**config.mk**
```make
export PLATFORM = sky130hd
export DESIGN_NAME = traffic_ctrl_n
export DESIGN_NICKNAME = d
export VERILOG_FILES = /design/src/rtl/traffic_ctrl_n.sv
export SDC_FILE = /design/constraint.sdc
export NUM_CORES = 1
export LEC_CHECK = 0
export BUFFER_PORTS_ARGS = -buffer_cell sky130_fd_sc_hd__buf_4
export CAP_MARGIN = 30
export CORE_ASPECT_RATIO = 0.9
export CORE_MARGIN = 8
export CORE_UTILIZATION = 40
export DETAILED_ROUTE_END_ITERATION = 7
export GPL_ROUTABILITY_DRIVEN = 1
export GPL_TIMING_DRIVEN = 0
export PLACE_DENSITY = 0.66
export SETUP_SLACK_MARGIN = 0.5
export SLEW_MARGIN = 20
export SYNTH_ARGS = -nofsm -noshare
export SYNTH_HDL_FRONTEND = slang
export SYNTH_SLANG_ARGS = --single-unit
```
**constraint.sdc**
```tcl
create_clock -name clk -period 2.2 [get_ports clk]
set_input_delay 0.22 -clock clk [delete_from_list [all_inputs] [get_ports clk]]
set_output_delay 0.22 -clock clk [all_outputs]
set_load 0.005 [all_outputs]
```
**src/rtl/traffic_ctrl_n.sv**
```systemverilog
// N-approach round-robin traffic-light controller with internal phase timers.
// Optional emergency preemption is compiled in with `define TRAFFIC_PREEMPT_EN.
module traffic_ctrl_n #(
  parameter int unsigned NUM_DIR  = 2,
  parameter int unsigned CNT_W    = 16,
  parameter int unsigned INIT_CLR = 4
) (
  input  logic                         clk,
  input  logic                         rst_n,
  input  logic                         en,
  input  logic [CNT_W-1:0]             g_time,
  input  logic [CNT_W-1:0]             y_time,
  input  logic [CNT_W-1:0]             r_time,
`ifdef TRAFFIC_PREEMPT_EN
  input  logic                         preempt_req,
  input  logic [$clog2(NUM_DIR)-1:0]   preempt_dir,
  output logic                         preempt_active,
`endif
  output logic [3*NUM_DIR-1:0]         lamps,
  output logic [$clog2(NUM_DIR)-1:0]   active_dir,
  output logic                         phase_g,
  output logic                         phase_y,
  output logic                         phase_r,
  output logic                         phase_end,
  output logic [CNT_W-1:0]             timer
);

  localparam int unsigned DIR_W = $clog2(NUM_DIR);
  localparam logic [DIR_W-1:0] LAST_DIR = DIR_W'(NUM_DIR - 1);

  typedef enum logic [1:0] {
    StGreen  = 2'b00,
    StYellow = 2'b01,
    StAllRed = 2'b10
  } state_e;

  state_e           state_q, state_d;
  logic [CNT_W-1:0] timer_q, timer_d;
  logic [DIR_W-1:0] dir_q, dir_d;
  logic [DIR_W-1:0] dir_inc, green_dir;
  logic             preempt_cut, preempt_hold;

  // A zero duration still yields a one-cycle phase.
  function automatic logic [CNT_W-1:0] load_val(input logic [CNT_W-1:0] dur);
    return (dur == '0) ? '0 : dur - CNT_W'(1);
  endfunction

  assign dir_inc = (dir_q == LAST_DIR) ? '0 : dir_q + DIR_W'(1);

`ifdef TRAFFIC_PREEMPT_EN
  assign preempt_active = preempt_req && (32'(preempt_dir) < NUM_DIR);
  assign preempt_cut    = preempt_active && (dir_q != preempt_dir);
  assign preempt_hold   = preempt_active && (dir_q == preempt_dir);
  assign green_dir      = preempt_active ? preempt_dir : dir_inc;
`else
  assign preempt_cut    = 1'b0;
  assign preempt_hold   = 1'b0;
  assign green_dir      = dir_inc;
`endif

  always_ff @(posedge clk or negedge rst_n) begin
    if (!rst_n) begin
      state_q <= StAllRed;
      timer_q <= CNT_W'(INIT_CLR - 1);
      dir_q   <= LAST_DIR;
    end else begin
      state_q <= state_d;
      timer_q <= timer_d;
      dir_q   <= dir_d;
    end
  end

  always_comb begin
    state_d   = state_q;
    timer_d   = timer_q;
    dir_d     = dir_q;
    phase_end = 1'b0;
    case (state_q)
      StGreen: begin
        if (en) begin
          if (preempt_cut || ((timer_q == '0) && !preempt_hold)) begin
            phase_end = 1'b1;
            state_d   = StYellow;
            timer_d   = load_val(y_time);
          end else if (!preempt_hold) begin
            timer_d = timer_q - CNT_W'(1);
          end
        end
      end
      StYellow: begin
        if (en) begin
          if (timer_q == '0) begin
            phase_end = 1'b1;
            state_d   = StAllRed;
            timer_d   = load_val(r_time);
          end else begin
            timer_d = timer_q - CNT_W'(1);
          end
        end
      end
      StAllRed: begin
        if (en) begin
          if (timer_q == '0) begin
            phase_end = 1'b1;
            state_d   = StGreen;
            timer_d   = load_val(g_time);
            dir_d     = green_dir;
          end else begin
            timer_d = timer_q - CNT_W'(1);
          end
        end
      end
      // Unreachable encoding: fall back to a one-cycle clearance.
      default: begin
        state_d = StAllRed;
        timer_d = '0;
      end
    endcase
  end

  always_comb begin
    lamps = {NUM_DIR{3'b001}};
    for (int d = 0; d < NUM_DIR; d++) begin
      if (DIR_W'(d) == dir_q) begin
        if (state_q == StGreen) begin
          lamps[3*d +: 3] = 3'b100;
        end else if (state_q == StYellow) begin
          lamps[3*d +: 3] = 3'b010;
        end
      end
    end
  end

  assign active_dir = dir_q;
  assign phase_g    = (state_q == StGreen);
  assign phase_y    = (state_q == StYellow);
  assign phase_r    = (state_q == StAllRed);
  assign timer      = timer_q;

endmodule

```
==> impl_metrics.tcl, run 1 <==
set metrics [dict create \
    maxCapViolations 0 \
    viasPerCell 6.20 \
    crit_type "flip-flop to flip-flop" \
    die_x_um 105 \
    grt_pass1_vias 3693 \
    yosys_warnings 0 \
    drc 0 \
    placed_area_mm2 0.00368 \
    finalHoldViolCount 0 \
    use_met2_pct 38.9 \
    tightest_slew_ps 786 \
    setup_viol 0 \
    cts-root-buf "clkbuf_8" \
    design_area_mm2 0.00455 \
    htreeDepth 1 \
    synth_edf_count 0 \
    drt_pass1_iterations 5 \
    area_growth_pct 61.3 \
    end_kind "flip-flop" \
    nets 569 \
    rsz0062_at_grt "yes" \
    yosys.area.top_type_share_pct 13.3 \
    start_kind "flip-flop" \
    antenna_found_initial 0 \
    ys_types 69 \
    grt_pass1_wl_mm 18.8 \
    clk_pin_slew_worst_paths_ps 80 \
    pre_cts_slack_ps -201 \
    clkLatencyLatePin_ps 270 \
    p_leak_nw 1.78 \
    synth_nets 442 \
    dp_hpwl_mm 8.76 \
    die_area_mm2 0.0100 \
    vias 3744 \
    status "finished clean" \
    synthArstFlopShare_pct 100 \
    cts_tree "done" \
    drive_gt1_share_pct 46.8 \
    crit_fanout 8 \
    antenna_left 0 \
    use_met1_pct 29.4 \
    cp.arrival_ps 2330 \
    busiest_layer "met2" \
    antennaDiodeCount 0 \
    synth-seq-area-share_pct 17.0 \
    regArea_um2 488 \
    boundaryPins 78 \
    synth_area_mm2 0.00282 \
    synth_cells 385 \
    dieHeight_um 95.7 \
    avgRoutedWirePerCell_um 19.9 \
    drt_iter0_drc 291 \
    initial_core_util_pct 40.7 \
    rows 29 \
    setup_ws_ps 80.7 \
    wl_mm 12.0 \
    synth_commonest_cells "nand2_1, nor2_1, o21ai_0, a21oi_1, nand3_1" \
    core_area_mm2 0.00693 \
    power.ir.vdd_worst_v 0.000427 \
    required_ps 2410 \
    grt.overflow.total 0 \
    place_congestion 0.910 \
    grt_max_degree 20 \
    ys.flop_type "dfrtp_1" \
    min_period_ps 2120 \
    synthTopCellsByArea "dfrtp_1, o21ai_0, nand2_1, a21oi_1, nor2_1" \
    min_path_type "input port to async pin" \
    ys_ff_latch 19 \
    p_per_area_mw_per_mm2 755 \
    drv_slew 0 \
    syn_area_per_cell_um2 7.33 \
    n_fill_cell 598 \
    numCtsBuffers 3 \
    yosys.area.top_type "dfrtp_1" \
    globalRouteTotalUtil_pct 23.1 \
    min_period_over_period_pct 96.3 \
    multi_input_area_mm2 0.00263 \
    synth_most_common_cell "nand2_1" \
    grtUsageMet3_pct 3.48 \
    clock_skew_ps 2.31 \
    holdWs_ps 363 \
    maxSlewHeadroom_pct 47.1 \
    io_buffer_count 75 \
    max_freq_mhz 472 \
    cts.sinks 19 \
    clockBufferDepth 2 \
]
## metal layers
metal | wire length [um] | part of all wire, %
met4 | 361 | 3.0
met3 | 966 | 8.0
met1 | 5190 | 43
met5 | 0 | 0
met2 | 5540 | 46
## cells by family (layout without fill, tap and decap cells)
family          count (synthesis)  count (layout)  synth area share [%]
fa+ha+maj                       6               6                  2.66
flops                          19              19                  17.0
buf+inv                        32             158                  6.78
xor+xnor                       18              18                  5.59
mux                             6               6                  2.13
compound gates                116             116                  27.2
simple gates                  188             188                  38.6
## through the flow
| stage | cells | setup TNS, ps | utilization, % | total power, mW |
|---|---|---|---|---|
| global placement | 553 | -1160 | 53.1 | 2.41 |
| floorplan | 385 | 0 | - | 1.67 |
| detailed placement | 553 | -1260 | 53.1 | 2.43 |
| CTS | 594 | 0 | 62.9 | 3.18 |
| global route | 604 | -11.2 | 65.7 | 3.61 |
| finish | 604 | 0 | 65.7 | 3.44 |
## final timing paths
check / startpoint / end / slack, ps / cells past startpoint
max in group asynchronous: rst_n / active_dir / 1560 / 2
max reg2reg: timer[2] / timer[15] / 80 / 6
min reg2reg: active_dir / active_dir / 550 / 1
min: rst_n / timer[4] / 360 / 2
max: timer[2] / timer[15] / 80 / 6
min in group clk: en / timer[10] / 380 / 4
## repair_timing
item                                   CTS  global route
setup endpoints to repair               25            26
gates cloned                             1             0
pin swaps                               25            20
buffers inserted                        35            10
hold buffers                             1             0
endpoints found under the hold margin   15             0
resized for setup                       63            37
## placed cells by master (no fill, tap or decap), types with 10 or more instances in the layout
cell       n
a21oi_1   19
buf_4    110
inv_1     11
nand2_1   32
nand3_1   19
nor2_1    26
nor3_1    15
nor4_1    10
o21ai_0   23
## state kept, by name, indices dropped and copies added, names as in the netlist
name	count
active_dir	1
state_q	2
timer	16
## where the power goes
part           switching [mW]  internal (mW)  leakage, nW  total [mW]
Combinational            1.16           1.20         1.53        2.36
Clock                   0.133          0.130       0.0228       0.263
Sequential              0.298          0.517        0.229       0.816
## cell type report
type,instances,area share (%)
plain buffers,15,4.15
clock buffers,4,0.990
inverters,17,1.87
multi-input cells,334,57.8
flip-flops and latches,19,10.7
well taps,93,2.56
repair buffers,122,21.9
## critical path, cell delays in order (launching register included)
cell and delay (ps):
dfrtp_1 510, nor4_4 400, and3_1 320, nand3_1 150
or3_1 370, mux2i_1 190, a21o_1 110
No activity file was read; power rests on OpenSTA's default activity.
==> inputs of run 2 (changes only) <==
Settings changed: RECOVER_POWER set to 100.
==> run 2 against run 1 <==
Against the previous run: register-to-register slack barely moved; first-iteration DRC count fell by 5.8%; core utilization fell by 0.92 points; power fell by 3.2%; worst hold slack improved by 20 ps; critical path type unchanged; largest power group unchanged.
==> impl_metrics.tcl, run 2 (same netlist as run 1, synthesis figures left out) <==
set metrics [dict create \
    vias 3772 \
    final_util_pct 64.8 \
    cpPeakStageDelay_ps 450 \
    numCtsBuffers 3 \
    cts.sinks 19 \
    antenna_left 0 \
    die_x_um 105 \
    antenna_found_initial 0 \
    required_ps 2400 \
    start_kind "flip-flop" \
    drive_gt1_share_pct 43.8 \
    rsz0062_at_grt "yes" \
    n_fill_cell 614 \
    maxSlewHeadroom_pct 27.2 \
    rows 29 \
    area_growth_pct 59.0 \
    setup_viol 0 \
    cts-root-buf "clkbuf_8" \
    clk_pin_slew_worst_paths_ps 70 \
    dieHeight_um 95.7 \
    maxCapViolations 0 \
    grt.overflow.total 0 \
    grt_pass1_vias 3693 \
    tightest_slew_ps 1090 \
    io_buffer_count 75 \
    r2r_setup_slack_ps 70 \
    min_period_over_period_pct 97.0 \
    dp_hpwl_mm 8.76 \
    boundaryPins 78 \
    place_congestion 0.910 \
    antennaDiodeCount 0 \
    slowest_stage "dfrtp_1" \
    largest_reg_flops 16 \
    p_leak_nw 1.76 \
    grt_max_degree 20 \
    hold_depth 4 \
    crit_type "flip-flop to flip-flop" \
    drc 0 \
    clockBufferDepth 2 \
    clock_skew_ps 1.26 \
    cp.depth 7 \
    die_area_mm2 0.0100 \
    htreeDepth 1 \
    wl_mm 12.1 \
    cp_cell_sequence "nor4_4, clkbuf_4, and4_1, buf_6, nand2_1, a211o_1, a32o_1" \
    cts_tree "done" \
    mostFrequentLayoutCell "buf_4" \
    layout_common_cells "buf_4, nand2_1, nor2_1" \
    globalRouteTotalUtil_pct 23.1 \
    end_kind "flip-flop" \
    nets 569 \
    clkLatencyLatePin_ps 270 \
    cp_num_buf_inv 2 \
    drv_slew 0 \
    cp_top_family "simple AND/OR/NAND/NOR gates" \
    min_path_type "input port to flip-flop" \
    avgRoutedWirePerCell_um 20.0 \
    initial_core_util_pct 40.7 \
    tns_ps 0 \
    grt_pass1_wl_mm 18.8 \
    regArea_um2 483 \
    crit_fanout 8 \
    drt_iter0_drc 274 \
    drt_pass1_iterations 4 \
    multi_input_area_mm2 0.00262 \
    viasPerCell 6.25 \
    ff2ff_path_depth 7 \
    min_period_ps 2130 \
    p_per_area_mw_per_mm2 742 \
    finalHoldViolCount 0 \
    status "finished clean" \
    power.ir.vdd_worst_v 0.000422 \
    max_freq_mhz 469 \
    cp.arrival_ps 2330 \
    core_area_mm2 0.00693 \
]
-- run 2: cell types whose count changed in the layout (fill, tap and decap cells not counted), moves of 2 or more --
cell | previous run | this run
clkbuf_4 | 0 | 10
dfstp_1 | 0 | 3
clkbuf_1 | 2 | 5
dfrtp_1 | 9 | 13
nand2_2 | 3 | 1
nand2_1 | 32 | 34
buf_4 | 110 | 98
dfstp_2 | 4 | 1
dfrtp_2 | 6 | 2
-- run 2: timing repair --
| item | in CTS | in global routing |
|---|---|---|
| gates cloned | 1 | 0 |
| setup endpoints to repair | 25 | 26 |
| hold buffers | 1 | 0 |
| endpoints found under the hold margin | 15 | 0 |
| buffers inserted | 35 | 10 |
| resized for setup | 63 | 37 |
| pin swaps | 25 | 20 |
-- run 2: tightest hold or removal path: cells and delay by family --
kind                   cells  cell delay, ps
AO/OA/AOI/OAI              2             180
buffers and inverters      1             120
AND/OR/NAND/NOR            1              90
-- run 2: through the flow --
stage                     hold WS [ps]  instances  area (um^2)  total power [mW]  worst slack (ps)
after CTS                          367        594         4360              3.18               141
after global routing               398        604         4490              3.52             -5.20
after global placement             112        553         3680              2.41              -197
final                              383        604         4490              3.33              67.0
after detailed placement           115        553         3680              2.43              -201
after floorplan                  -75.6        385         3000              1.67               210
-- run 2: final cells by class --
cell class	instances	share of cell area, %
multi-input cells	334	58.3
repair buffers	122	21.7
flip-flops and latches	19	10.8
plain buffers	15	3.74
well taps	93	2.59
inverters	17	1.90
clock buffers	4	1.00
-- run 2: path summary, 6_finish.rpt --
path / from / to
worst max register to register: timer[10] / timer[0]
min in group asynchronous: rst_n / timer[4]
worst min register to register: active_dir / active_dir
max in group asynchronous: rst_n / timer[11]
worst min-delay path: en / timer[10]
worst max-delay path: timer[10] / timer[0]
-- run 2: metal layers --
metal,track usage (%),up-vias,wire length (um)
met3,3.48,24,1100
met2,38.9,205,5550
met5,0,-,0
met1,29.4,1800,5060
li1,-,1743,-
met4,8.90,0,350
-- run 2: report_power, final --
part           leakage (nW)  switching (mW)  internal (mW)
registers             0.234           0.292          0.504
logic                  1.50            1.14           1.14
clock network        0.0228           0.127          0.129
==> inputs of run 3 (changes only) <==
Settings changed: PLACE_DENSITY 0.66 to unset.
Clock period 2.2 ns to 2.4 ns, I/O delays scaled along.
==> run 3 against run 2 <==
Against the previous run: clock-buffer cell count is the same; critical endpoint is now timer[8]; core utilization shrank 1.2 points; critical path type unchanged; clock power fell by 8.2%; fmax shrank 2.1%; via count down 1.5%; setup slack better by 150 ps; highest routed layer unchanged; power fell by 12%; sequential share of layout area rose by 0.20 points.
==> impl_metrics.tcl, run 3 (same netlist as run 1, synthesis figures left out) <==
set metrics [dict create \
    die_area_mm2 0.0100 \
    n_fill_cell 640 \
    min_period_ps 2180 \
    grt.overflow.total 0 \
    max_freq_mhz 459 \
    viasPerCell 6.22 \
    crit_fanout 7 \
    tightest_slew_ps 1180 \
    status "finished clean" \
    cp.depth 6 \
    drive_gt1_share_pct 42.5 \
    clockBufferDepth 2 \
    dp_cells 553 \
    r2r_setup_slack_ps 220 \
    finalHoldViolCount 0 \
    crit_start "timer[4]" \
    place_congestion 0.886 \
    clock_skew_ps 5.49 \
    mostFrequentLayoutCell "buf_4" \
    cts_tree "done" \
    cts.sinks 19 \
    htreeDepth 1 \
    regArea_um2 483 \
    core_area_mm2 0.00693 \
    r2r-end "timer[8]" \
    grt_pass1_vias 3608 \
    rows 29 \
    boundaryPins 78 \
    placed_area_mm2 0.00362 \
    numCtsBuffers 3 \
    drc 0 \
    start_kind "flip-flop" \
    multi_input_area_mm2 0.00265 \
    drt_pass1_iterations 5 \
    cp_num_buf_inv 0 \
    power.ir.vdd_worst_v 0.000435 \
    min_period_over_period_pct 90.8 \
    die_x_um 105 \
    design_area_mm2 0.00441 \
    maxSlewHeadroom_pct 21.5 \
    antenna_left 0 \
    nets 562 \
    reg2reg_from "timer[4]" \
    end_kind "flip-flop" \
    setup_viol 0 \
    initial_core_util_pct 40.7 \
    cp_cell_sequence "nor4b_4, and4b_2, and2_4, nand2_8, o41ai_4, nand4b_1" \
    wl_mm 12.2 \
    area_growth_pct 56.1 \
    globalRouteTotalUtil_pct 22.7 \
    cp_top_family "simple AND/OR/NAND/NOR gates" \
    antenna_found_initial 0 \
    slowest_stage "dfrtp_1" \
    avgRoutedWirePerCell_um 20.4 \
    crit_end "timer[8]" \
    clk_pin_slew_worst_paths_ps 80 \
    ff2ff_path_depth 6 \
    min_path_type "input port to flip-flop" \
    crit_type "flip-flop to flip-flop" \
    dieHeight_um 95.7 \
    drt_iter0_drc 263 \
    grt_pass1_wl_mm 18.6 \
    clkLatencyLatePin_ps 260 \
    hold_depth 4 \
    grt_max_degree 20 \
    dp_hpwl_mm 8.84 \
    cts-root-buf "clkbuf_8" \
    cpPeakStageDelay_ps 520 \
    layout_common_cells "buf_4, nand2_1, nor2_1" \
    drv_slew 0 \
    rsz0062_at_grt "yes" \
    p_per_area_mw_per_mm2 664 \
    vias 3716 \
    p_leak_nw 1.69 \
    cp.arrival_ps 2370 \
    required_ps 2590 \
    maxCapViolations 0 \
    stdcell_count 597 \
    io_buffer_count 75 \
    antennaDiodeCount 0 \
    largest_reg_flops 16 \
]
## run 3: worst min-delay path by stage
stage | end | from
after detailed placement | timer[15] | rst_n
after floorplan | state_q[0] | rst_n
final | timer[8] | g_time[8]
after global routing | timer[8] | g_time[8]
after global placement | timer[10] | rst_n
after CTS | timer[10] | en
## run 3: repair_timing
item | CTS | global route
pin swaps | 24 | 33
endpoints found under the hold margin | 15 | 0
resized for setup | 58 | 68
hold buffers | 1 | 0
cloned | 0 | 0
buffers inserted | 24 | 15
setup endpoints to repair | 20 | 22
## run 3: area by class of cell
cell class,instances,area share [%]
tap,93,2.64
timing repair buffer,115,20.4
inverter,17,1.99
sequential,19,11.0
buffer,15,2.92
multi-input combinational,334,60.1
clock buffer,4,1.02
## run 3: worst register-to-register path, cell delays in order, from the launching register on
cell and delay [ps]:
dfrtp_1 520, nor4b_4 350, and4b_2 350, and2_4 230, nand2_8 90, o41ai_4 410
nand4b_1 170
## run 3: through the flow
stage               setup TNS (ps)  setup slack (ps)  power, mW  util, %  hold WS [ps]
CTS                              0               325       2.74     59.5           390
detailed placement           -1140              -343       2.20     52.2           137
finish                           0               221       2.93     63.6           398
floorplan                        0               390       1.52        -         -55.6
global placement              -889              -333       2.20     52.2           138
global route                     0               146       3.12     63.6           433
## run 3: where the power goes
group	total (mW)	internal [mW]	switching, mW
Combinational	1.97	0.939	1.03
Sequential	0.720	0.462	0.259
Clock	0.235	0.118	0.117
## run 3: metal layers
| metal | up-vias | global-route usage, % | routed length [um] |
|---|---|---|---|
| met2 | 180 | 38.3 | 5680 |
| met4 | 0 | 6.98 | 303 |
| met5 | - | 0 | 0 |
| met3 | 33 | 4.15 | 937 |
| li1 | 1740 | - | - |
| met1 | 1763 | 29.2 | 5240 |
